==> config.mk <==
export PLATFORM = sky130hd
export DESIGN_NAME = tt_sweep_capture_flat
export DESIGN_NICKNAME = d
export VERILOG_FILES = /design/src/rtl/tt_pkg.sv /design/src/rtl/tt_sweep_capture_if.sv /design/src/rtl/tt_sample_vote.sv /design/src/rtl/tt_sweep_capture.sv /design/src/flat_wrapper.sv
export SDC_FILE = /design/constraint.sdc
export NUM_CORES = 1
export LEC_CHECK = 0
export ABC_CLOCK_PERIOD_IN_PS = 3300
export BUFFER_PORTS_ARGS = -buffer_cell sky130_fd_sc_hd__buf_2
export CORE_MARGIN = 2
export CORE_UTILIZATION = 40
export DETAILED_ROUTE_END_ITERATION = 10
export SYNTH_ARGS = -nofsm -noshare
export SYNTH_HDL_FRONTEND = slang
export SYNTH_SLANG_ARGS = --single-unit
==> constraint.sdc <==
create_clock -name clk -period 3.3 [get_ports clk]
set_input_delay 0.33 -clock clk [delete_from_list [all_inputs] [get_ports clk]]
set_output_delay 0.33 -clock clk [all_outputs]
set_load 0.03 [all_outputs]
==> src/rtl/tt_pkg.sv <==
// Shared types and constants for the truth-table sweep engine.
package tt_pkg;
   localparam int TT_WIDTH   = 16;
   localparam int NUM_INPUTS = 4;

   typedef enum logic [1:0] {IDLE, SETTLE, SAMPLE, RESULT} tt_state_e;

   // Combination idx 0 lands in the MSB, matching the netlist naming (e.g. 0x2A56).
   function automatic logic [NUM_INPUTS-1:0] tt_bit_pos(input logic [NUM_INPUTS-1:0] idx);
      return NUM_INPUTS'(TT_WIDTH - 1) - idx;
   endfunction
endpackage

==> src/rtl/tt_sweep_capture_if.sv <==
// Control/result handshake and gate-under-test pins of the sweep engine.
interface tt_sweep_capture_if;
   import tt_pkg::*;
   logic                  start;
   logic [TT_WIDTH-1:0]   expected_tt;
   logic [NUM_INPUTS-1:0] gate_in;
   logic                  gate_out;
   logic                  busy;
   logic [TT_WIDTH-1:0]   tt;
   logic                  match;
   logic                  tt_valid;
   logic                  tt_ready;

   modport master (output start, expected_tt, gate_out, tt_ready,
                   input  gate_in, busy, tt, match, tt_valid);
   modport slave  (input  start, expected_tt, gate_out, tt_ready,
                   output gate_in, busy, tt, match, tt_valid);
endinterface

==> src/rtl/tt_sample_vote.sv <==
// Samples the GUT output on consecutive enabled cycles and majority-votes the result.
module tt_sample_vote #(
   parameter int SAMPLES = 3
) (
   input  logic clk,
   input  logic rst_n,
   input  logic en,
   input  logic sample,
   output logic vote_valid,
   output logic vote_bit
);
   localparam logic [3:0] LAST = 4'(SAMPLES - 1);
   localparam logic [3:0] HALF = 4'(SAMPLES / 2);

   logic [3:0] scnt;
   logic [3:0] ones;
   logic [3:0] ones_nx;

   // The vote includes the sample taken in the last cycle itself.
   assign ones_nx    = ones + {3'b000, sample};
   assign vote_valid = en && (scnt == LAST);
   assign vote_bit   = ones_nx > HALF;

   always_ff @(posedge clk) begin
      if (!rst_n || !en || vote_valid) begin
         scnt <= '0;
         ones <= '0;
      end else begin
         scnt <= scnt + 4'd1;
         ones <= ones_nx;
      end
   end
endmodule

==> src/rtl/tt_sweep_capture.sv <==
// Sweeps all 16 input combinations through a 4-input GUT, builds its truth table
// and compares it against a reference captured at start.
module tt_sweep_capture import tt_pkg::*; #(
   parameter int SETTLE_CYCLES = 2,
   parameter int SAMPLES       = 3
) (
   input logic              clk,
   input logic              rst_n,
   tt_sweep_capture_if.slave bus
);
   localparam logic [7:0]            SETTLE_LAST = 8'(SETTLE_CYCLES - 1);
   localparam logic [NUM_INPUTS-1:0] IDX_LAST    = '1;

   tt_state_e             state, state_nx;
   logic [7:0]            settle_cnt;
   logic [NUM_INPUTS-1:0] idx;
   logic [TT_WIDTH-1:0]   tt_sr, exp_q, sr_shift;
   logic [NUM_INPUTS-1:0] gate_in_q;
   logic                  busy_q, valid_q, match_q;
   logic                  vote_valid, vote_bit, settle_done;

   tt_sample_vote #(.SAMPLES(SAMPLES)) u_vote (
      .clk        (clk),
      .rst_n      (rst_n),
      .en         (state == SAMPLE),
      .sample     (bus.gate_out),
      .vote_valid (vote_valid),
      .vote_bit   (vote_bit)
   );

   assign settle_done  = (settle_cnt == SETTLE_LAST);
   assign sr_shift     = {tt_sr[TT_WIDTH-2:0], vote_bit};
   assign bus.gate_in  = gate_in_q;
   assign bus.busy     = busy_q;
   assign bus.tt       = tt_sr;
   assign bus.match    = match_q;
   assign bus.tt_valid = valid_q;

   always_ff @(posedge clk) begin
      if (!rst_n) state <= IDLE;
      else        state <= state_nx;
   end

   always_comb begin
      state_nx = state;
      unique case (state)
         IDLE:   if (bus.start)   state_nx = SETTLE;
         SETTLE: if (settle_done) state_nx = SAMPLE;
         SAMPLE: if (vote_valid)  state_nx = (idx == IDX_LAST) ? RESULT : SETTLE;
         RESULT: if (bus.tt_ready) state_nx = IDLE;
         default: state_nx = IDLE;
      endcase
   end

   always_ff @(posedge clk) begin
      if (!rst_n) begin
         settle_cnt <= '0;
         idx        <= '0;
         tt_sr      <= '0;
         exp_q      <= '0;
         gate_in_q  <= '0;
         busy_q     <= 1'b0;
         valid_q    <= 1'b0;
         match_q    <= 1'b0;
      end else begin
         busy_q  <= (state_nx == SETTLE) || (state_nx == SAMPLE);
         valid_q <= (state_nx == RESULT);
         unique case (state)
            IDLE: if (bus.start) begin
               exp_q      <= bus.expected_tt;
               tt_sr      <= '0;
               idx        <= '0;
               settle_cnt <= '0;
               gate_in_q  <= '0;
            end
            SETTLE: settle_cnt <= settle_done ? 8'd0 : settle_cnt + 8'd1;
            SAMPLE: if (vote_valid) begin
               tt_sr <= sr_shift;
               if (idx == IDX_LAST) begin
                  gate_in_q <= '0;
                  match_q   <= (sr_shift == exp_q);
               end else begin
                  idx       <= idx + 1'b1;
                  gate_in_q <= idx + 1'b1;
               end
            end
            RESULT: if (bus.tt_ready) match_q <= 1'b0;
            default: ;
         endcase
      end
   end
endmodule

==> src/flat_wrapper.sv <==
// flat-port wrapper written by rule: the top's interface ports become plain ports
module tt_sweep_capture_flat import tt_pkg::*;
#(
   parameter int SETTLE_CYCLES = 2,
   parameter int SAMPLES       = 3
)
  (clk, rst_n, bus_start, bus_expected_tt, bus_gate_out, bus_tt_ready, bus_gate_in, bus_busy, bus_tt, bus_match, bus_tt_valid);
  tt_sweep_capture_if bus_i ();
  input logic clk;
  input logic rst_n;
  input wire logic [$bits(bus_i.start)-1:0] bus_start;
  input wire logic [$bits(bus_i.expected_tt)-1:0] bus_expected_tt;
  input wire logic [$bits(bus_i.gate_out)-1:0] bus_gate_out;
  input wire logic [$bits(bus_i.tt_ready)-1:0] bus_tt_ready;
  output wire logic [$bits(bus_i.gate_in)-1:0] bus_gate_in;
  output wire logic [$bits(bus_i.busy)-1:0] bus_busy;
  output wire logic [$bits(bus_i.tt)-1:0] bus_tt;
  output wire logic [$bits(bus_i.match)-1:0] bus_match;
  output wire logic [$bits(bus_i.tt_valid)-1:0] bus_tt_valid;
  assign bus_i.start = bus_start;
  assign bus_i.expected_tt = bus_expected_tt;
  assign bus_i.gate_out = bus_gate_out;
  assign bus_i.tt_ready = bus_tt_ready;
  assign bus_gate_in = bus_i.gate_in;
  assign bus_busy = bus_i.busy;
  assign bus_tt = bus_i.tt;
  assign bus_match = bus_i.match;
  assign bus_tt_valid = bus_i.tt_valid;
  tt_sweep_capture #(.SETTLE_CYCLES(SETTLE_CYCLES), .SAMPLES(SAMPLES)) u_core (.clk(clk), .rst_n(rst_n), .bus(bus_i));
endmodule
---- Yosys cells after proc, flatten, opt, wreduce, memory -nomap -nowiden ----
Cells that the tools add are included.
storage, ports and cells
  register bits ........................... 61
  output and inout bits ................... 23
  logic and storage cells ................. 69
cells by class
  add/sub/neg operators ................... 4
  order comparisons ....................... 1
  eq/ne operators ......................... 15
  muxes and demuxes ....................... 23
  reductions and logical operators ........ 15
operator list
  operator                                                                 number
  16-bit 2-to-1 mux                                                        2
  16-bit one-hot mux with 2 select lines                                   1
  4-bit 2-to-1 mux                                                         5
  16-bit == test                                                           1
  8-bit 2-to-1 mux                                                         2
  4-bit one-hot mux with 2 select lines                                    2
  8-bit one-hot mux with 2 select lines                                    1
  2-bit 2-to-1 mux                                                         5
  4-bit by 1-bit adder with 4-bit output, second input constant            2
  8-bit by 1-bit adder with 8-bit output, second input constant            1
  2-bit == test, second input constant                                     4
  8-bit by 1-bit == test with 1-bit output, second input constant          1
  2-bit one-hot mux with 4 select lines                                    1
  4-bit AND reduction                                                      2
  2-bit inequality test, second input constant                             3
  2-bit nonzero test                                                       3
  4-bit by 1-bit adder with 4-bit output                                   1
  2-bit by 1-bit == test with 1-bit output, second input constant          2
  4-bit by 2-bit == test with 1-bit output, second input constant          1
  4-bit == test, second input constant                                     1
  4-bit by 1-bit > comparator with 1-bit output, second input constant     1
  2-bit by 1-bit inequality test with 1-bit output, second input constant  2
  2-bit AND reduction                                                      2
  1-bit logical OR                                                         3
  6 further kinds                                                          9

---- Logic depth before layout (Yosys ltp) ----
Gate-level depths: netlist of the first run.
  depth after elaboration ................. 6
  mapped depth ............................ 8

---- Modules after synthesis ----
A second synthesis of the first run with hierarchy kept.
second synthesis, totals
  cell total of the unflattened synthesis .. 313
  area total of the unflattened synthesis .. 2660.1 um^2
by module, submodules not included
  module            times used  cells each  area an instance (um^2)  seq. area each (um^2)
  tt_sweep_capture  1           277         2297.2                   1061.0
  tt_sample_vote    1           36          362.8                    160.2

---- Worst setup path before layout of the first run ----
OpenSTA, ideal clock, no wires.
  kind .................................... flip-flop to flip-flop
  start ................................... register u_core.u_vote.scnt[0]
  end ..................................... register u_core.busy_q, in the netlist u_core.bus.busy
  setup time .............................. 0.115 ns
  data arrival time ....................... 1.951 ns
  required time ........................... 3.185 ns
  slack ................................... 1.234 ns
  cell stages (with the launch flop) ...... 8
  cells stage by stage .................... dfxtp_1 inv_1 ha_1 or3b_2 or3_1 a32o_1 ha_1 and2_1
between the ends
  cells in the longest elaborated chain, start to end .. 6
  elaborated cells between the ends (all ways) .. 7
RTL lines
  what                                                                              line                    source
  start: declaration                                                                tt_sample_vote.sv:15    logic [3:0] scnt;
  start signal: assignment                                                          tt_sample_vote.sv:29    scnt <= scnt + 4'd1;
  4-bit by 2-bit == test with 1-bit output *                                        tt_sample_vote.sv:21    assign vote_valid = en && (scnt == LAST);
  1-bit logical AND *                                                               tt_sample_vote.sv:21
  2-bit 2-to-1 mux *                                                                tt_sweep_capture.sv:49  SAMPLE: if (vote_valid) state_nx = (idx == IDX_LAST) ? RESULT : SETTLE;
  2-bit one-hot mux with 4 select lines *                                           tt_sweep_capture.sv:46  unique case (state)
  net u_core.state_nx[1]                                                            tt_sweep_capture.sv:14  tt_state_e state, state_nx;
  2-bit by 1-bit == test with 1-bit output / 2-bit == test (equally long branches)  tt_sweep_capture.sv:66  busy_q <= (state_nx == SETTLE) || (state_nx == SAMPLE);
  1-bit logical OR *                                                                tt_sweep_capture.sv:66
  end signal: assignment                                                            tt_sweep_capture.sv:66
  end: declaration                                                                  tt_sweep_capture.sv:19  logic busy_q, valid_q, match_q;
Mark *: on every way through the listed nets, which the timed path passes. The rest lies on a longest branch.
A chain may end at the register's enable or synchronous reset.

---- Worst setup path after layout of the first run ----
  start ................................... register u_core.settle_cnt[0]
  end ..................................... register u_core.settle_cnt[6]
between the ends
  cells in the longest elaborated chain, start to end .. 3
  elaborated cells between the ends (all ways) .. 4
RTL lines
  what                                                                                                       line                                            source
  start: declaration                                                                                         tt_sweep_capture.sv:15                          logic [7:0] settle_cnt;
  start signal: assignment                                                                                   tt_sweep_capture.sv:76                          SETTLE: settle_cnt <= settle_done ? 8'd0 : settle_cnt + 8'd1;
  8-bit by 1-bit adder with 8-bit output / 8-bit by 1-bit == test with 1-bit output (equally long branches)  tt_sweep_capture.sv:76, tt_sweep_capture.sv:31
  8-bit 2-to-1 mux *                                                                                         tt_sweep_capture.sv:76
  8-bit one-hot mux with 2 select lines *                                                                    tt_sweep_capture.sv:68                          unique case (state)
Mark *: on every way between the ends. The rest lies on a longest branch, timed or not.

==> results of run 1 <==
[area by class of cell]
type                       instances  area, sq um  area share (%)
inverter                           6        22.52          0.6857
multi-input combinational        239         1503           45.75
tap                               96        120.1           3.657
timing repair buffer              46        237.7           7.238
clock inverter                     5        52.55           1.600
clock buffer                      10        127.6           3.886
sequential                        61         1221           37.18
[sequential cells by signal (all words and copies together) (netlist names)]
name / cells
u_core.bus.busy: 1
u_core.exp_q: 16
u_core.bus.tt: 16
u_core.state: 2
u_core.u_vote.ones: 4
u_core.u_vote.scnt: 4
u_core.bus.match: 1
u_core.idx: 4
u_core.bus.gate_in: 4
u_core.bus.tt_valid: 1
u_core.settle_cnt: 8
[power groups by stage]
stage / clock network [mW] / logic, mW / registers, mW
after floorplan: 0 / 0.109 / 0.787
after global placement: 0 / 0.141 / 0.789
after detailed placement: 0 / 0.144 / 0.789
after CTS: 0.644 / 0.144 / 0.772
after global routing: 0.673 / 0.161 / 0.775
final: 0.624 / 0.141 / 0.772
[metrics by stage]
step / power [mW] / worst slack [ns]
4_1_cts: 1.560 / 1.066
2_1_floorplan: 0.8958 / 1.234
6_report: 1.537 / 1.091
3_5_place_dp: 0.9331 / 1.080
5_1_grt: 1.608 / 0.9588
3_3_place_gp: 0.9293 / 1.171
[worst max path at each step]
stage                                                  from                                 to  slack, ns  cells after the start
final                     u_core.settle_cnt[0]$_SDFFE_PN0P_  u_core.settle_cnt[6]$_SDFFE_PN0P_       1.09                      6
after global routing      u_core.settle_cnt[0]$_SDFFE_PN0P_  u_core.settle_cnt[6]$_SDFFE_PN0P_       0.96                      6
after CTS                 u_core.settle_cnt[0]$_SDFFE_PN0P_         u_core.bus.busy$_SDFF_PN0_       1.07                      7
after detailed placement  u_core.settle_cnt[0]$_SDFFE_PN0P_         u_core.bus.busy$_SDFF_PN0_       1.08                      7
after global placement    u_core.settle_cnt[0]$_SDFFE_PN0P_         u_core.bus.busy$_SDFF_PN0_       1.17                      7
after floorplan            u_core.u_vote.scnt[0]$_SDFF_PP0_         u_core.bus.busy$_SDFF_PN0_       1.23                      7
[cells by family after synthesis]
group	share of synthesized area (%)
buf+inv	4.223
compound gates	18.13
simple gates	24.02
mux	0.3959
flops	42.94
fa+ha+maj	3.520
xor+xnor	6.775
[metal layers]
layer  share of wire, %  GRT usage, %  routed length [um]
met3                3.6         3.825                 220
met1                 49         22.41                2960
met5                  0             0                   0
met4                1.8         7.438                 108
met2                 46         26.66                2765
[cells in the final DEF (no fill, tap or decap), drive strengths merged, types with 2 or more instances in the layout]
cell and n:
inv 6, clkinv 3, xnor2 18, or3 4, ha 8, clkbuf 10, and2 8, a21boi 41
nor2 16, a21oi 4, o21a 2, o31ai 2, dfxtp 61, o21ai 12, and2b 2, nand3 25
buf 46, or3b 5, and3 4, a32o 2, nand4 5, nand2 59, nor2b 3, xor2 4
[worst max-delay path, cell delays in order (launching register included)]
cell and delay, ns:
dfxtp_1 0.39, ha_1 0.16, or4b_4 0.47, o41ai_4 0.56, and2b_2 0.28, o21ai_0 0.13
a21boi_0 0.10
==> summary.txt, run 1 <==
Clock tree
  – Clock Latency Late Sink: 0.33 ns
  – Post-CTS sizing: 0
  – Post-CTS Setup Inserts: 0
  – Register clock-pin slew on the reported worst setup and hold paths: ~0.07 ns
  – H-Tree Depth: 3
  – Hold buffers post-CTS: 0
  – Clock buffer count from CTS: 9
  – Clk buf depth: 2
  – Root Buffer: clkbuf_8
  – Clock sink count: 61
  – CTS tree: yes

Layout
  – Area Overhead vs Synth: 15.49%
  – Fraction of layout cells with a size suffix above 1: 19.89%
  – N_diodes: 0
  – Fin cells: 463
  – Nets: 392
  – Finished Cell Area: between 3000 and 4000 sq um
  – Fill cells: 716
  – Core Util, Final: 48.08%

Placement
  – Placed cell areas: 3104 sq um
  – Port-buffer cells: 43
  – Routability cong.: 0.7556
  – Placed cells: 448
  – HPWL Detailed: between 4000 and 5000 um

Synth
  – Ys flop type: dfxtp_1
  – Synth unique cells: 45
  – Seq cells post-synth: 61
  – Most numerous cell in the Yosys netlist: dfxtp_1
  – Area leader, netlist: dfxtp_1
  – Most frequent cells after synthesis: dfxtp_1 (61), nand2_1 (59), a21boi_0 (41), nand3_1 (25), xnor2_1 (18)
  – FFs w/ async S/R, synth: 0%
  – Post-Syn Area per Cell: between 8 and 9 sq um
  – Mapped Cells: 323
  – Number of synthesized flops with an enable pin: 0
  – Post-synth top area share: 42.94%
  – Sequential area share after synthesis: 42.94%
  – Ranking of synthesized cells by area: dfxtp_1 (43%), a21boi_0 (11%), nand2_1 (7.8%), xnor2_1 (5.5%), nand3_1 (4.4%)
  – Mapped Area: 2844 sq um
  – Syn Nets: 352
  – Syn. warnings: 0

Detailed routing
  – Final wirelength: 6055 um
  – Drt initial violations: 56
  – Post-route DRC: 0
  – Initial DRT Pass Iterations: 4
  – Mean routed wirelength per cell: 13.08 um
  – Vias per inst: 5.030
  – Routed Antenna Nets: 0
  – Routed via count: 2,329

Floorplan
  – Die Area: 7800 sq um
  – Chip width: 88.32 um
  – Die height: 88.32 um
  – Total core area: 6832 sq um
  – Initial core utilization: 41.63%
  – I/O Pins: 44
  – FP Rows: 30

Worst setup path
  – Setup CP Type: register to register
  – Worst EP required: 3.52 ns
  – Reg-to-Reg Start: u_core.settle_cnt[0]$_SDFFE_PN0P_
  – Largest fanout on the critical path: 14
  – Startpoint Class: register
  – Crit. End Element: register
  – Reg2reg path depth: 6
  – Internal reg-to-reg setup slack: 1.09 ns
  – Reg2reg end: u_core.settle_cnt[6]$_SDFFE_PN0P_
  – Crit path DAT: 2.43 ns

Timing
  – Clk_skew: 0.006807 ns
  – Hold slack: 0.2368 ns
  – Post-route clock period utilization: 66.93%
  – Fin. max-slew vios: 0
  – Sum Neg Setup Slack: 0 ns
  – Hold Fails Final Rpt: 0
  – Slew @ Worst Pin: 0.7017 ns
  – Final min period: 2.209 ns
  – Max transition margin: between 50% and 60%
  – FMAX: 452.8 MHz
  – RSZ-0062 raised after global routing: false
  – # setup viols final: 0

Job
  – Max cap viols: 0

Pwr
  – Static Leak: 1.274 nW
  – Internal Power: 1.154 mW
  – Clock share of power: 40.6%
  – Flop pwr share: 50.2%
  – Net Sw Frac: between 20% and 30%
  – PwrDens: 468.1 nW/um^2
  – Combinational Power Share: under 10%
  – P_sw: 0.3831 mW
  – Maximum vdd drop: 225.1 uV

Global route
  – Vias in the first global route: 2,121
  – Initial antenna violation count: 0
  – Total track usage: 16.96%
  – Global-route wire length before repair: 10,100 um
  – Pin count of the biggest net entering global routing: 36
  – Total gr overflow: 0

Run status
  – Status: complete, no violations

Worst hold path
  – Hold Path Cell Cnt: 3
  – Hold WC Path Type: input port to register
  – HP Start: bus_expected_tt[0]
  – Hold Path Sink: u_core.exp_q[0]$_SDFFE_PN0P_
Note: power is estimated with default switching activity, not from simulation.
==> inputs of run 2 (changes only) <==
- ABC_AREA: unset -> 1
- ABC_CLOCK_PERIOD_IN_PS: 3300 -> 1800
- clock period: 3.3 -> 1.8 ns (I/O delays scaled with it)
==> summary.txt, run 2 <==
Worst setup path
  – Crit path DAT: 1.91 ns (-0.52 ns)
  – Crit path cell chain: inv_1 > ha_1 > nand2_1 > nor2_8 > nor2_1 > a31oi_2 > ha_1 > nand2_1 > inv_1
  – CP peak stage delay: 0.37 ns (-0.19 ns)
  – Reg2reg end: u_core.bus.busy$_SDFF_PN0_
  – Crit. End Element: register
  – Largest fanout on the critical path: 6 (-8)
  – Startpoint Class: register
  – Worst EP required: 2.02 ns (-1.50 ns)
  – Setup CP Type: register to register
  – Reg2reg path depth: 9 (+3)
  – Reg-to-Reg Start: u_core.u_vote.scnt[0]$_SDFF_PP0_
  – Worst path slowest cell: dfxtp_1
  – Internal reg-to-reg setup slack: 0.12 ns (-0.97 ns)

Global route
  – Total gr overflow: 0 (unchanged)
  – Initial antenna violation count: 0 (unchanged)
  – Total track usage: 17.06% (+0.097 points)
  – Vias in the first global route: 2,253 (+6.2%)
  – Global-route wire length before repair: 10,170 um (+0.68%)
  – Pin count of the biggest net entering global routing: 35 (-2.8%)

Layout
  – Area Overhead vs Synth: 18.02%
  – Commonest non-fill, non-tap cell in the layout: nand2_1
  – Finished Cell Area: 3319 sq um (+1.1%)
  – N_diodes: 0 (unchanged)
  – Nets: 459 (+17%)
  – Most frequent cells in the layout: nand2_1 (80), dfxtp_1 (61), inv_1 (53), buf_2 (43), nor2_1 (41)
  – Fraction of layout cells with a size suffix above 1: 17.97% (-1.9 points)

Synth
  – Post-synth top area share: 43.42% (+0.48 points)
  – Number of synthesized flops with an enable pin: 0 (unchanged)
  – Most numerous cell in the Yosys netlist: nand2_1
  – Ranking of synthesized cells by area: dfxtp_1 (43%), nand2_1 (11%), inv_1 (7.1%), a21oi_1 (6.2%), nor2_1 (5.5%)
  – FFs w/ async S/R, synth: 0% (unchanged)
  – Syn Nets: 410 (+16%)
  – Synth unique cells: 37 (-18%)
  – Seq cells post-synth: 61 (unchanged)
  – Mapped Area: 2813 sq um (-1.1%)
  – Syn. warnings: 0 (unchanged)
  – Post-Syn Area per Cell: 7.382 sq um (-16%)
  – Area leader, netlist: dfxtp_1
  – Most frequent cells after synthesis: nand2_1 (80), dfxtp_1 (61), inv_1 (53), nor2_1 (41), a21oi_1 (35)
  – Ys flop type: dfxtp_1
  – Sequential area share after synthesis: 43.42% (+0.48 points)
  – Mapped Cells: 381 (+18%)

Detailed routing
  – Vias per inst: 4.749 (-5.6%)
  – Routed Antenna Nets: 0 (unchanged)
  – Final wirelength: 6252 um (+3.3%)
  – Drt initial violations: 110 (+96%)
  – Mean routed wirelength per cell: 11.80 um (-9.8%)
  – Routed via count: 2,517 (+8.1%)
  – Initial DRT Pass Iterations: 4 (unchanged)
  – Post-route DRC: 0 (unchanged)

Clock tree
  – H-Tree Depth: 3 (unchanged)
  – Post-CTS Setup Inserts: 0 (unchanged)
  – Root Buffer: clkbuf_8
  – CTS tree: yes
  – Clk buf depth: 2 (unchanged)
  – Clock buffer count from CTS: 9 (unchanged)
  – Clock sink count: 61 (unchanged)
  – Clock Latency Late Sink: 0.33 ns (about the same)
  – Register clock-pin slew on the reported worst setup and hold paths: 0.06 ns (about the same)

Worst hold path
  – Hold Path Cell Cnt: 3 (unchanged)
  – HP Start: bus_expected_tt[9]
  – Hold WC Path Type: input port to register
  – Hold Path Sink: u_core.exp_q[9]$_SDFFE_PN0P_

Floorplan
  – Chip width: 87.86 um (-0.53%)
  – Initial core utilization: 41.40% (-0.23 points)
  – FP Rows: 30 (unchanged)
  – I/O Pins: 44 (unchanged)
  – Total core area: 6794 sq um (-0.55%)
  – Die Area: 7719 sq um (-1.1%)
  – Die height: 87.86 um (-0.53%)

Run status
  – Status: complete, no violations

Timing
  – Hold Fails Final Rpt: 0 (unchanged)
  – FMAX: 594.6 MHz (+31%)
  – Fin. max-slew vios: 0 (unchanged)
  – Clk_skew: 0.008438 ns (+0.001631 ns)
  – Sum Neg Setup Slack: 0 ns (unchanged)
  – Slew @ Worst Pin: 0.3783 ns (-0.3234 ns)
  – Final min period: 1.682 ns (-0.5269 ns)
  – Post-route clock period utilization: 93.44% (+27 points)
  – RSZ-0062 raised after global routing: false
  – Max transition margin: 74.73% (+22 points)
  – # setup viols final: 0 (unchanged)

Pwr
  – Maximum vdd drop: 570.4 uV (+150%)
  – Static Leak: 1.492 nW (+17%)
  – PwrDens: 1057 nW/um^2 (+130%)

Placement
  – HPWL Detailed: 4664 um (+12%)
  – Port-buffer cells: 43 (unchanged)
  – Placed cell areas: 3142 sq um (+1.2%)
  – Routability cong.: 0.8811 (+17%)

Job
  – Max cap viols: 0 (unchanged)
run 2: changes by cell type in the layout (fill, tap and decap cells not counted), moves of 7 or more:
cell / change
and2_1: -7
xnor2_1: -12
nand2_1: +21
nor2_1: +25
inv_1: +47
o21ai_0: +9
a21boi_0: -41
a21oi_1: +31
run 2: worst max-delay path: cells and delay by family, from the launching register on:
family,cells,cell delay [ns]
and+or+nand+nor,4,0.50
adders and majority gates,2,0.48
DFF,1,0.37
AOI/OAI and AO/OA,1,0.12
buffers and inverters,2,0.10
run 2: logic make-up (layout without fill, tap and decap cells):
group / Yosys count / count (layout) / share of synthesized area [%]
and+or+nand+nor: 159 / 159 / 24.73
AOI/OAI and AO/OA: 76 / 76 / 16.10
buffers and inverters: 70 / 123 / 10.01
DFF: 61 / 61 / 43.42
adders and majority gates: 8 / 8 / 3.559
xor gates and xnor gates: 7 / 7 / 2.180
run 2: through the flow:
step | worst slack, ns | utilization, % | instances | hold slack [ns] | power (mW)
3_5_place_dp | 0.1266 | 46.24 | 515 | 0.4530 | 2.445
6_report | 0.1181 | 48.86 | 530 | 0.1152 | 3.508
3_3_place_gp | 0.1646 | 46.24 | 515 | 0.4440 | 2.436
5_1_grt | 0.001270 | 48.86 | 530 | 0.1188 | 3.724
4_1_cts | 0.09837 | 48.86 | 530 | 0.1047 | 3.555
2_1_floorplan | 0.1908 | - | 381 | 0.3467 | 2.223
run 2: worst max path at each step:
| stage | endpoint | depth (start not counted) | slack (ns) | from |
|---|---|---|---|---|
| finish | u_core.bus.busy$_SDFF_PN0_ | 9 | 0.12 | u_core.u_vote.scnt[0]$_SDFF_PP0_ |
| global route | u_core.bus.busy$_SDFF_PN0_ | 12 | 0.001 | u_core.idx[0]$_SDFFE_PN0P_ |
| CTS | u_core.bus.busy$_SDFF_PN0_ | 12 | 0.1 | u_core.idx[0]$_SDFFE_PN0P_ |
| detailed placement | u_core.bus.busy$_SDFF_PN0_ | 10 | 0.13 | u_core.u_vote.scnt[0]$_SDFF_PP0_ |
| global placement | u_core.bus.busy$_SDFF_PN0_ | 12 | 0.16 | u_core.idx[0]$_SDFFE_PN0P_ |
| floorplan | u_core.bus.busy$_SDFF_PN0_ | 12 | 0.19 | u_core.idx[0]$_SDFFE_PN0P_ |
run 2: what timing repair did:
item / in CTS / in global routing
hold buffers: 0 / 0
hold endpoints to repair: 0 / 0
setup endpoints to repair: 0 / 1
resized for setup: 0 / 1
run 2: power breakdown:
part           internal [mW]  switching [mW]
sequential              1.48           0.104
combinational          0.286           0.543
clock                  0.604           0.494
run 2: final cells by class:
type | count | area [sq um]
timing repair buffer | 50 | 267.8
multi-input combinational | 250 | 1310
fill | 711 | 3475
tap | 96 | 120.1
inverter | 58 | 222.7
clock inverter | 1 | 5.005
clock buffer | 14 | 172.7
sequential | 61 | 1221
run 2: routing by layer:
layer | routed length (um) | part of all wire, % | GRT usage (%)
met2 | 2747 | 44 | 25.76
met5 | 0 | 0 | 0
met4 | 135 | 2.2 | 8.671
met1 | 3152 | 50 | 22.96
met3 | 216 | 3.5 | 3.676
==> inputs of run 3 (changes only) <==
- SETUP_SLACK_MARGIN: unset -> 0.2
- TNS_END_PERCENT: unset -> 50
==> summary.txt, run 3 (synthesized netlist as in run 2, its figures left out) <==
Floorplan
  – Initial core utilization: 41.40% (unchanged)
  – FP Rows: 30 (unchanged)
  – Chip width: 87.86 um (unchanged)
  – Die Area: 7719 sq um (unchanged)
  – Die height: 87.86 um (unchanged)
  – Total core area: 6794 sq um (unchanged)
  – I/O Pins: 44 (unchanged)

Timing
  – FMAX: 640.5 MHz (+7.7%)
  – Max transition margin: 74.53% (-0.20 points)
  – Clk_skew: 0.008865 ns (+0.0004279 ns)
  – Slew @ Worst Pin: 0.3820 ns (+0.003739 ns)
  – Sum Neg Setup Slack: 0 ns (unchanged)
  – Final min period: 1.561 ns (-0.1207 ns)
  – # setup viols final: 0 (unchanged)
  – Hold slack: 0.1025 ns (-0.01272 ns)
  – Post-route clock period utilization: 86.73% (-6.7 points)
  – RSZ-0062 raised after global routing: true
  – Hold Fails Final Rpt: 0 (unchanged)
  – Fin. max-slew vios: 0 (unchanged)

Global route
  – Total gr overflow: 0 (unchanged)
  – Initial antenna violation count: 0 (unchanged)
  – Global-route wire length before repair: 10,630 um (+4.5%)
  – Vias in the first global route: 2,297 (+2.0%)
  – Pin count of the biggest net entering global routing: 25 (-29%)
  – Total track usage: 17.98% (+0.92 points)

Worst hold path
  – HP Start: bus_expected_tt[9]
  – Hold WC Path Type: input port to register
  – Hold Path Sink: u_core.exp_q[9]$_SDFFE_PN0P_
  – Hold Path Cell Cnt: 3 (unchanged)

Worst setup path
  – Internal reg-to-reg setup slack: 0.24 ns (+0.12 ns)
  – Crit path DAT: 1.81 ns (-0.10 ns)
  – Reg-to-Reg Start: u_core.idx[0]$_SDFFE_PN0P_
  – Largest fanout on the critical path: 2 (-4)
  – Setup CP Type: register to register
  – Crit. End Element: register
  – Reg2reg path depth: 12 (+3)
  – Worst EP required: 2.05 ns (+0.03 ns)
  – Startpoint Class: register
  – Reg2reg end: u_core.bus.busy$_SDFF_PN0_

Clock tree
  – Clk buf depth: 2 (unchanged)
  – Clock Latency Late Sink: 0.35 ns (+0.02 ns)
  – Root Buffer: clkbuf_8
  – Clock sink count: 61 (unchanged)
  – Register clock-pin slew on the reported worst setup and hold paths: 0.07 ns (about the same)
  – CTS tree: yes
  – H-Tree Depth: 3 (unchanged)
  – Hold buffers post-CTS: 0 (unchanged)
  – Clock buffer count from CTS: 9 (unchanged)

Pwr
  – Maximum vdd drop: 720.5 uV (+26%)
  – Internal Power: 2.635 mW (+11%)
  – Clock share of power: 36.6% (+5.3 points)
  – Net Sw Frac: 31.55% (-0.96 points)
  – Flop pwr share: 41.0% (-4.1 points)
  – P_sw: 1.215 mW (+6.5%)
  – PwrDens: 1118 nW/um^2 (+5.8%)
  – Combinational Power Share: 22.4% (-1.2 points)
  – Static Leak: 1.538 nW (+3.1%)

Detailed routing
  – Final wirelength: 6537 um (+4.6%)
  – Routed Antenna Nets: 0 (unchanged)
  – Initial DRT Pass Iterations: 4 (unchanged)
  – Routed via count: 2,540 (+0.91%)
  – Mean routed wirelength per cell: 12.20 um (+3.4%)
  – Drt initial violations: 128 (+16%)
  – Vias per inst: 4.739 (-0.22%)
  – Post-route DRC: 0 (unchanged)

Job
  – Max cap viols: 0 (unchanged)

Layout
  – N_diodes: 0 (unchanged)
  – Fraction of layout cells with a size suffix above 1: 23.18% (+5.2 points)
  – Most frequent cells in the layout: nand2_1 (77), dfxtp_1 (57), inv_1 (50), buf_2 (43), nor2_1 (39)
  – Area Overhead vs Synth: 22.38%
  – Nets: 464 (+1.1%)
  – Finished Cell Area: 3442 sq um (+3.7%)
  – Commonest non-fill, non-tap cell in the layout: nand2_1
  – Fill cells: 659 (-7.3%)

Run status
  – Status: complete, no violations

Placement
  – Placed cell areas: 3152 sq um (+0.32%)
  – Routability cong.: 0.8526 (-3.2%)
  – HPWL Detailed: 4597 um (-1.4%)
  – Port-buffer cells: 43 (unchanged)
-- run 3: area by class of cell --
type	count	area (sq um)	share of cell area, %
clock inverter	4	70.07	2.036
multi-input combinational	250	1339	38.89
tap	96	120.1	3.490
inverter	58	222.7	6.470
clock buffer	12	155.1	4.507
timing repair buffer	55	309.0	8.979
sequential	61	1226	35.62
-- run 3: per-stage QoR --
stage / power [mW] / util [%] / instances / setup slack (ns)
after detailed placement: 2.456 / 46.39 / 516 / 0.1184
after floorplan: 2.223 / - / 381 / 0.2250
final: 3.850 / 50.66 / 536 / 0.2388
after CTS: 3.869 / 50.02 / 534 / 0.2026
after global placement: 2.450 / 46.39 / 516 / 0.1384
after global routing: 4.048 / 50.66 / 536 / 0.1515
-- run 3: layer usage --
| metal | up-vias | wire length (um) | share of wire [%] | GRT usage, % |
|---|---|---|---|---|
| met5 | - | 0 | 0 | 0 |
| met3 | 13 | 267 | 4.1 | 4.713 |
| li1 | 1330 | - | - | - |
| met4 | 0 | 123 | 1.9 | 7.972 |
| met2 | 43 | 2907 | 44 | 28.65 |
| met1 | 1154 | 3238 | 50 | 22.89 |
-- run 3: how the worst max path moves through the flow --
stage                                startpoint                          to  cells after the start
2_1_floorplan        u_core.idx[0]$_SDFFE_PN0P_  u_core.bus.busy$_SDFF_PN0_                     12
3_3_place_gp         u_core.idx[0]$_SDFFE_PN0P_  u_core.bus.busy$_SDFF_PN0_                     12
3_5_place_dp         u_core.idx[0]$_SDFFE_PN0P_  u_core.bus.busy$_SDFF_PN0_                     12
4_1_cts              u_core.idx[0]$_SDFFE_PN0P_  u_core.bus.busy$_SDFF_PN0_                     12
5_1_grt        u_core.u_vote.scnt[0]$_SDFF_PP0_  u_core.bus.busy$_SDFF_PN0_                      9
6_report             u_core.idx[0]$_SDFFE_PN0P_  u_core.bus.busy$_SDFF_PN0_                     12
-- run 3: power groups by stage --
stage	logic (mW)	registers, mW	clock network [mW]
final	0.863	1.58	1.41
after detailed placement	0.850	1.61	0
after floorplan	0.535	1.69	0
after global routing	0.969	1.60	1.48
after CTS	0.860	1.58	1.43
after global placement	0.845	1.61	0
-- run 3: worst max-delay path, cell delays in order (launching register included) --
cell and delay [ns]:
dfxtp_2 0.33, ha_2 0.19, nand2_2 0.07, inv_2 0.04, nand2_2 0.07, inv_2 0.05, o21ai_2 0.09, o221ai_1 0.12
nand2_1 0.09, inv_1 0.04, ha_1 0.28, nand2_1 0.06, inv_1 0.04
-- run 3: timing repair --
item                                    4_1_cts  5_1_grt
buffers inserted                              2        2
pin swaps                                     2        4
resized for setup                             4       14
endpoints found under the setup margin        2       12
